**config.mk**
```make
export PLATFORM = sky130hd
export DESIGN_NAME = uart_tx_fifo
export DESIGN_NICKNAME = d
export VERILOG_FILES = /design/src/rtl/uart_tx_fifo.sv
export SDC_FILE = /design/constraint.sdc
export NUM_CORES = 1
export LEC_CHECK = 0
export BUFFER_PORTS_ARGS = -buffer_cell sky130_fd_sc_hd__buf_2
export CAP_MARGIN = 10
export CORE_UTILIZATION = 45
export CTS_CLUSTER_SIZE = 24
export DETAILED_ROUTE_END_ITERATION = 7
export GPL_TIMING_DRIVEN = 0
export MAX_ROUTING_LAYER = met4
export SETUP_SLACK_MARGIN = 0.3
export SLEW_MARGIN = 30
export SYNTH_ARGS = -nofsm -noshare
export SYNTH_HDL_FRONTEND = slang
export SYNTH_SLANG_ARGS = --single-unit
```
**constraint.sdc**
```tcl
create_clock -name clk -period 2.79 [get_ports clk]
set_input_delay 0.1395 -clock clk [delete_from_list [all_inputs] [get_ports clk]]
set_output_delay 0.1395 -clock clk [all_outputs]
set_load 0.02 [all_outputs]
```
**src/rtl/uart_tx_fifo.sv**
```systemverilog
// Byte FIFO feeding an 8N1 UART transmitter; accepts the core's output_en/output_data
// stream and reports backpressure through a registered FIFO-full flag.
module uart_tx_fifo #(
    parameter int CLKS_PER_BIT = 104,
    parameter int FIFO_DEPTH   = 4
) (
    input  logic       clk,
    input  logic       rst,
    input  logic       tx_en,
    input  logic [7:0] tx_data,
    output logic       tx_busy,
    output logic       uart_txd,
    output logic       tx_idle
);

    localparam int PTR_W  = $clog2(FIFO_DEPTH);
    localparam int CNT_W  = PTR_W + 1;
    localparam int BAUD_W = $clog2(CLKS_PER_BIT);

    typedef enum logic [1:0] {
        IDLE  = 2'd0,
        START = 2'd1,
        DATA  = 2'd2,
        STOP  = 2'd3
    } state_t;

    logic [7:0]       mem [FIFO_DEPTH];
    logic [PTR_W-1:0] wr_ptr;
    logic [PTR_W-1:0] rd_ptr;
    logic [CNT_W-1:0] count;
    logic [CNT_W-1:0] count_next;
    logic             push;
    logic             pop;
    logic             fifo_empty;

    state_t           state;
    state_t           state_d;
    logic [BAUD_W-1:0] baud;
    logic [BAUD_W-1:0] baud_d;
    logic [2:0]       bit_idx;
    logic [2:0]       bit_d;
    logic [7:0]       shift;
    logic [7:0]       shift_d;
    logic             txd_d;
    logic             baud_last;

    // tx_busy is exactly "FIFO full", so gating on it never overflows the FIFO.
    assign push       = tx_en && !tx_busy;
    assign fifo_empty = (count == '0);
    assign count_next = count + CNT_W'(push) - CNT_W'(pop);
    assign baud_last  = (baud == BAUD_W'(CLKS_PER_BIT - 1));
    assign tx_idle    = fifo_empty && (state == IDLE);

    always_ff @(posedge clk) begin
        if (push) begin
            mem[wr_ptr] <= tx_data;
        end
    end

    always_ff @(posedge clk or negedge rst) begin
        if (!rst) begin
            wr_ptr  <= '0;
            rd_ptr  <= '0;
            count   <= '0;
            tx_busy <= 1'b0;
        end else begin
            if (push) wr_ptr <= wr_ptr + 1'b1;
            if (pop)  rd_ptr <= rd_ptr + 1'b1;
            count   <= count_next;
            tx_busy <= (count_next == CNT_W'(FIFO_DEPTH));
        end
    end

    always_ff @(posedge clk or negedge rst) begin
        if (!rst) begin
            state    <= IDLE;
            baud     <= '0;
            bit_idx  <= '0;
            shift    <= '0;
            uart_txd <= 1'b1;
        end else begin
            state    <= state_d;
            baud     <= baud_d;
            bit_idx  <= bit_d;
            shift    <= shift_d;
            uart_txd <= txd_d;
        end
    end

    always_comb begin
        state_d = state;
        baud_d  = baud;
        bit_d   = bit_idx;
        shift_d = shift;
        pop     = 1'b0;
        case (state)
            IDLE: begin
                baud_d = '0;
                if (!fifo_empty) begin
                    pop     = 1'b1;
                    shift_d = mem[rd_ptr];
                    state_d = START;
                end
            end
            START: begin
                if (baud_last) begin
                    baud_d  = '0;
                    bit_d   = 3'd0;
                    state_d = DATA;
                end else begin
                    baud_d = baud + 1'b1;
                end
            end
            DATA: begin
                if (baud_last) begin
                    baud_d = '0;
                    if (bit_idx == 3'd7) begin
                        state_d = STOP;
                    end else begin
                        shift_d = {1'b0, shift[7:1]};
                        bit_d   = bit_idx + 3'd1;
                    end
                end else begin
                    baud_d = baud + 1'b1;
                end
            end
            STOP: begin
                if (baud_last) begin
                    baud_d = '0;
                    // Chain straight into the next frame so bursts have no idle gap.
                    if (!fifo_empty) begin
                        pop     = 1'b1;
                        shift_d = mem[rd_ptr];
                        state_d = START;
                    end else begin
                        state_d = IDLE;
                    end
                end else begin
                    baud_d = baud + 1'b1;
                end
            end
            default: state_d = IDLE;
        endcase
    end

    // Line level is registered from the next state so it changes on the same edge.
    always_comb begin
        txd_d = 1'b1;
        case (state_d)
            START:   txd_d = 1'b0;
            DATA:    txd_d = shift_d[0];
            default: txd_d = 1'b1;
        endcase
    end

endmodule

```
* Yosys cells after proc, flatten, opt, wreduce, memory -nomap -nowiden
Memories as Yosys holds them, arrays and structs flattened.
Index checks and enable logic that the tools add are counted.
** Storage, ports and cells
- Flip-flop bits (word level) :: 29
- Memory bits (writable) :: 32
- Input bits :: 11
- Output and inout bits :: 3
- Word-level logic and storage cells :: 63
- Memories kept :: 1
** Memories
- mem :: depth 4, bits a word 8, rd ports 1, clocked after memory_dff 0, write ports 1, RTL line 27 : logic [7:0] mem [FIFO_DEPTH];
** Operators by class
- Add/sub/neg operators :: 6
- Equal/unequal tests :: 12
- Mux-type cells :: 24
- Reduce and logical (&&, ||, !) cells :: 10
** Operator list (count)
- $mux W8 :: 4
- $pmux W8 S3 :: 1
- $pmux W7 S2 :: 1
- $mux W2 :: 5
- $mux W3 :: 3
- $ne A2 B2 Y1 const B :: 4
- $pmux W2 S4 :: 1
- $reduce_and A4 Y1 :: 2
- $add A7 B1 Y7 const B :: 1
- $eq A7 B7 Y1 const B :: 1
- $mux W7 :: 1
- $eq A2 B2 Y1 const B :: 3
- $eq A3 B3 Y1 const B :: 2
- $pmux W3 S2 :: 1
- $mux W1 :: 5
- $add A2 B1 Y2 const B :: 2
- $eq A2 B1 Y1 const B :: 2
- $pmux W1 S2 :: 2
- $add A3 B1 Y3 :: 1
- $add A3 B1 Y3 const B :: 1
- $logic_not A3 Y1 :: 1
- $reduce_bool A3 Y1 :: 1
- $reduce_or A3 Y1 :: 1
- $sub A3 B1 Y3 :: 1
- other kinds (4) :: 5

* Longest topological paths before layout
- Depth after elaboration :: 6
- Mapped depth :: 12
- Mapped depth without buffers :: 12

* Least setup slack after synthesis
No wires, ideal clock.
- Path kind :: reg-to-reg
- From :: reg baud[0]
- To :: reg tx_busy
- Setup time :: 0.088 ns
- Arrival time :: 2.715 ns
- Data required time :: 2.702 ns
- Path slack :: -0.014 ns
- Stages on the path, launching flop included :: 13
- Path buffers :: 0
- Clock period less this slack :: 2.804 ns
- Cell sequence :: dfrtp_1 > ha_1 > and3_1 > a31oi_1 > nor3_2 > ha_1 > inv_1 > ha_1 > inv_1 > fa_1 > xnor2_1 > xnor2_1 > nor3b_1
** On the way
- Cells in the longest elaborated chain, start to end :: 5
** Ends and longest elaborated chain
- start: declaration :: RTL line 38 : logic [BAUD_W-1:0] baud;
- start signal: assignment :: RTL line 83 : baud <= baud_d;
- $eq A7 B7 Y1 :: RTL line 51 : assign baud_last = (baud == BAUD_W'(CLKS_PER_BIT - 1));
- $mux W1 :: RTL line 128 : if (baud_last) begin
- $pmux W1 S2 :: RTL line 96 : case (state)
- via pop :: RTL line 33 : logic pop;
- $sub A3 B1 Y3 :: RTL line 50 : assign count_next = count + CNT_W'(push) - CNT_W'(pop);
- via count_next[2] :: RTL line 31 : logic [CNT_W-1:0] count_next;
- $eq A3 B3 Y1 :: RTL line 70 : tx_busy <= (count_next == CNT_W'(FIFO_DEPTH));
- end signal: assignment :: RTL line 70
- end: declaration :: RTL line 11 : output logic tx_busy,
The timed path passes the listed nets, and every way through them passes these cells.
A chain may end at the register's enable or synchronous reset.

* Final worst setup path
Ends and elaborated chain as after synthesis.

==> results.sh <==
export IMPL_outcome="completed"
export IMPL_wl_met3_um=121
export IMPL_synth_edf_count=32
export IMPL_core_area_mm2=0.00606
export IMPL_final_nets=278
export IMPL_cts_clk_slew_worst_paths_ps=70
export IMPL_setup_tns_ps=0
export IMPL_cts_root_buf="clkbuf_8"
export IMPL_worst_pin_slew_ps=679
export IMPL_setup_slack_ps=294
export IMPL_synth_xor_area_share_pct=2.72
export IMPL_slew_violations=0
export IMPL_vias=1769
export IMPL_tritoncts="yes"
export IMPL_antenna_found_initial=0
export IMPL_yosys_area_share_simple_pct=11.4
export IMPL_initial_core_util_pct=47.8
export IMPL_synth_top_family_by_area="simple AND/OR/NAND/NOR gates"
export IMPL_fillers=495
export IMPL_synth_seq_cells=61
export IMPL_timing_rr_start="baud[0]$_DFF_PN0_"
export IMPL_dieArea_mm2=0.00676
export IMPL_fin_skew_ps=10.4
export IMPL_fp_row_count=28
export IMPL_place_inst=303
export IMPL_pwr_density_cell_mw_per_mm2=928
export IMPL_synth_area_per_cell_um2=13.5
export IMPL_io_pins=14
export IMPL_worstHoldPathType="input port to register"
export IMPL_yosysSeqAreaShare_pct=58.3
export IMPL_grt_overflow_total=0
export IMPL_grt_pass1_vias=1764
export IMPL_syn_area_mm2=0.00290
export IMPL_diodes=0
export IMPL_drc=0
export IMPL_worst_ep_required_time_ps=3050
export IMPL_viasPerCell=5.34
export IMPL_startpoint_type="register"
export IMPL_route_met2_wl_um=2360
export IMPL_synth_cell_types=42
export IMPL_grt_pass1_wl_um=8310
export IMPL_relSlewSlack_pct=54.7
export IMPL_drt_first_pass_iters=4
export IMPL_syn_num_nets=242
export IMPL_track_usage_pct=17.8
export IMPL_fin_area_mm2=0.00339
export IMPL_synth_compound_area_share_pct=9.46
export IMPL_finalCritPeriodShare_pct=89.5
export IMPL_h_tree_depth=3
export IMPL_async_flop_share_pct=47.5
export IMPL_maxCapViolCount=0
export IMPL_leakage_nw=1.37
export IMPL_hold_viol=0
export IMPL_reg2reg_depth=12
export IMPL_hpwl_um=3260
export IMPL_whs_endpoint="mem[1][2]$_DFFE_PP_"
export IMPL_hp_start="tx_data[2]"
export IMPL_fmax_ghz=0.401
export IMPL_setup_violations=0
export IMPL_synth_flop_cell="edfxtp_1"
export IMPL_stdcell_count=331
export IMPL_cp_max_fo=4
export IMPL_yosys_area_share_adder_pct=7.17
export IMPL_yosysMostFrequentCell="edfxtp_1"
export IMPL_dpl_worst_slack_ps=104
export IMPL_r2r_end="tx_busy$_DFF_PN0_"
export IMPL_period_minus_slack_ps=2500
export IMPL_drive_gt1_share_pct=27.3
export IMPL_cp_arrival_ps=2750
export IMPL_whs_path_depth=1
export IMPL_synth_warnings=0
export IMPL_r2r_slack_ps=290
export IMPL_cts_made_buffers=9
export IMPL_wl_met1_um=2510
export IMPL_clk_path_buf_depth=2
export IMPL_ant_nets=0
export IMPL_drt_total_wl_um=5070
export IMPL_fp_dieW_um=82.2
export IMPL_first_iter_violations=120
export IMPL_placed_area_mm2=0.00309
export IMPL_synth_top_cell_area_share_pct=33.2
export IMPL_vdd_drop_max_mv=0.499
export IMPL_yosys_area_top_type="edfxtp_1"
export IMPL_synth_mux_area_share_pct=8.64
export IMPL_syn_to_final_growth_pct=17.1
export IMPL_synth_area_leaders="edfxtp_1, dfrtp_1, ha_1"
export IMPL_rsz0062_at_grt="yes"
export IMPL_highest_layer="met4"
export IMPL_grt_max_degree=30
export IMPL_worstSetupPathType="register to register"
export IMPL_insertion_delay_ps=340
export IMPL_die_y_um=82.2
export IMPL_place_gp_congestion=0.734
export IMPL_wl_per_cell_um=15.3
export IMPL_synth_cells=215
export IMPL_portBuffers=13
export IMPL_synth_commonest_cells="edfxtp_1, dfrtp_1, nand2_1, o21ai_0, ha_1"
export IMPL_end_kind="register"
export IMPL_cts_sink_count=61
==> through the flow <==
stage | hold slack (ps) | util (%) | total power, mW
detailed placement | 219 | 51.0 | 2.41
finish | 12.2 | 55.9 | 3.15
floorplan | -156 | - | 2.15
global route | 0.412 | 55.9 | 3.37
CTS | 2.36 | 55.3 | 3.17
global placement | 219 | 51.0 | 2.40
==> cell type report <==
class,instances,area (um2),area share (%)
Multi-Input combinational cell,137,1210,35.6
Tap cell,75,93.8,2.77
Inverter,11,41.3,1.22
Buffer,6,25.0,0.738
Sequential cell,61,1690,49.9
Timing Repair Buffer,25,160,4.72
Clock inverter,7,50.0,1.48
Clock buffer,9,124,3.65
==> critical path, cell delays in order (launching register included) <==
cell	delay, ps
dfrtp_1	420
ha_4	190
and3_4	180
a31oi_4	180
nor3_4	60
ha_1	300
inv_1	60
ha_1	130
inv_1	50
fa_2	350
xnor2_2	140
xnor2_1	180
nor3b_2	180
==> worst max-delay path by stage <==
stage	slack (ps)	start	end
floorplan	300	baud[0]$_DFF_PN0_	tx_busy$_DFF_PN0_
finish	290	baud[0]$_DFF_PN0_	tx_busy$_DFF_PN0_
global route	150	baud[0]$_DFF_PN0_	tx_busy$_DFF_PN0_
CTS	300	baud[0]$_DFF_PN0_	tx_busy$_DFF_PN0_
detailed placement	100	state[1]$_DFF_PN0_	tx_busy$_DFF_PN0_
global placement	80	baud[3]$_DFF_PN0_	tx_busy$_DFF_PN0_
==> placed cells by master, fill, tap and decap left out, drive strengths merged <==
| cell type | n |
|---|---|
| nor4 | 3 |
| a22oi | 2 |
| xnor2 | 7 |
| mux4 | 8 |
| a221oi | 1 |
| nor2 | 10 |
| nand2 | 18 |
| nor2b | 2 |
| a2bb2oi | 1 |
| dfstp | 1 |
| a21boi | 1 |
| nand3 | 3 |
| o211ai | 1 |
| or3b | 1 |
| and3 | 3 |
| mux2i | 7 |
| a2111o | 1 |
| o31a | 1 |
| o21ai | 17 |
| dfrtp | 28 |
| clkbuf | 12 |
| fa | 1 |
| a31oi | 3 |
| or3 | 1 |
| nor3 | 9 |
| dlygate4sd3 | 2 |
| inv | 12 |
| ha | 15 |
| clkinv | 6 |
| nor3b | 3 |
| and2 | 5 |
| buf | 26 |
| a22o | 7 |
| edfxtp | 32 |
| xor2 | 2 |
| a21oi | 4 |
==> state kept, by name (all words and copies together), names as in the netlist <==
signal    cells
tx_busy       1
bit_idx       3
uart_txd      1
wr_ptr        2
state         2
shift         8
baud          7
count         3
rd_ptr        2
mem          32
==> cells by family after synthesis <==
logic type,count (synthesis)
AOI/OAI and AO/OA,39
xor gates and xnor gates,9
and+or+nand+nor,58
DFF,61
buffers and inverters,17
adders and majority gates,16
muxes,15
==> routing by layer <==
layer | up-vias | track usage, %
met3 | 7 | 4.62
li1 | 870 | -
met5 | - | -
met1 | 870 | 21.8
met2 | 22 | 28.0
met4 | 0 | 7.89
==> timing repair <==
item / in CTS / in global routing
hold endpoints to repair: 32 / 0
buffers inserted: 5 / 5
resized for setup: 5 / 2
hold buffers: 2 / 0
setup endpoints to repair: 2 / 1
pin swaps: 5 / 2
==> power by group <==
part	leakage, nW	switching (mW)	internal (mW)
clock	0.0933	0.373	0.324
combinational	0.613	0.603	0.525
sequential	0.667	0.130	1.19
No activity file was read; power rests on OpenSTA's default activity.
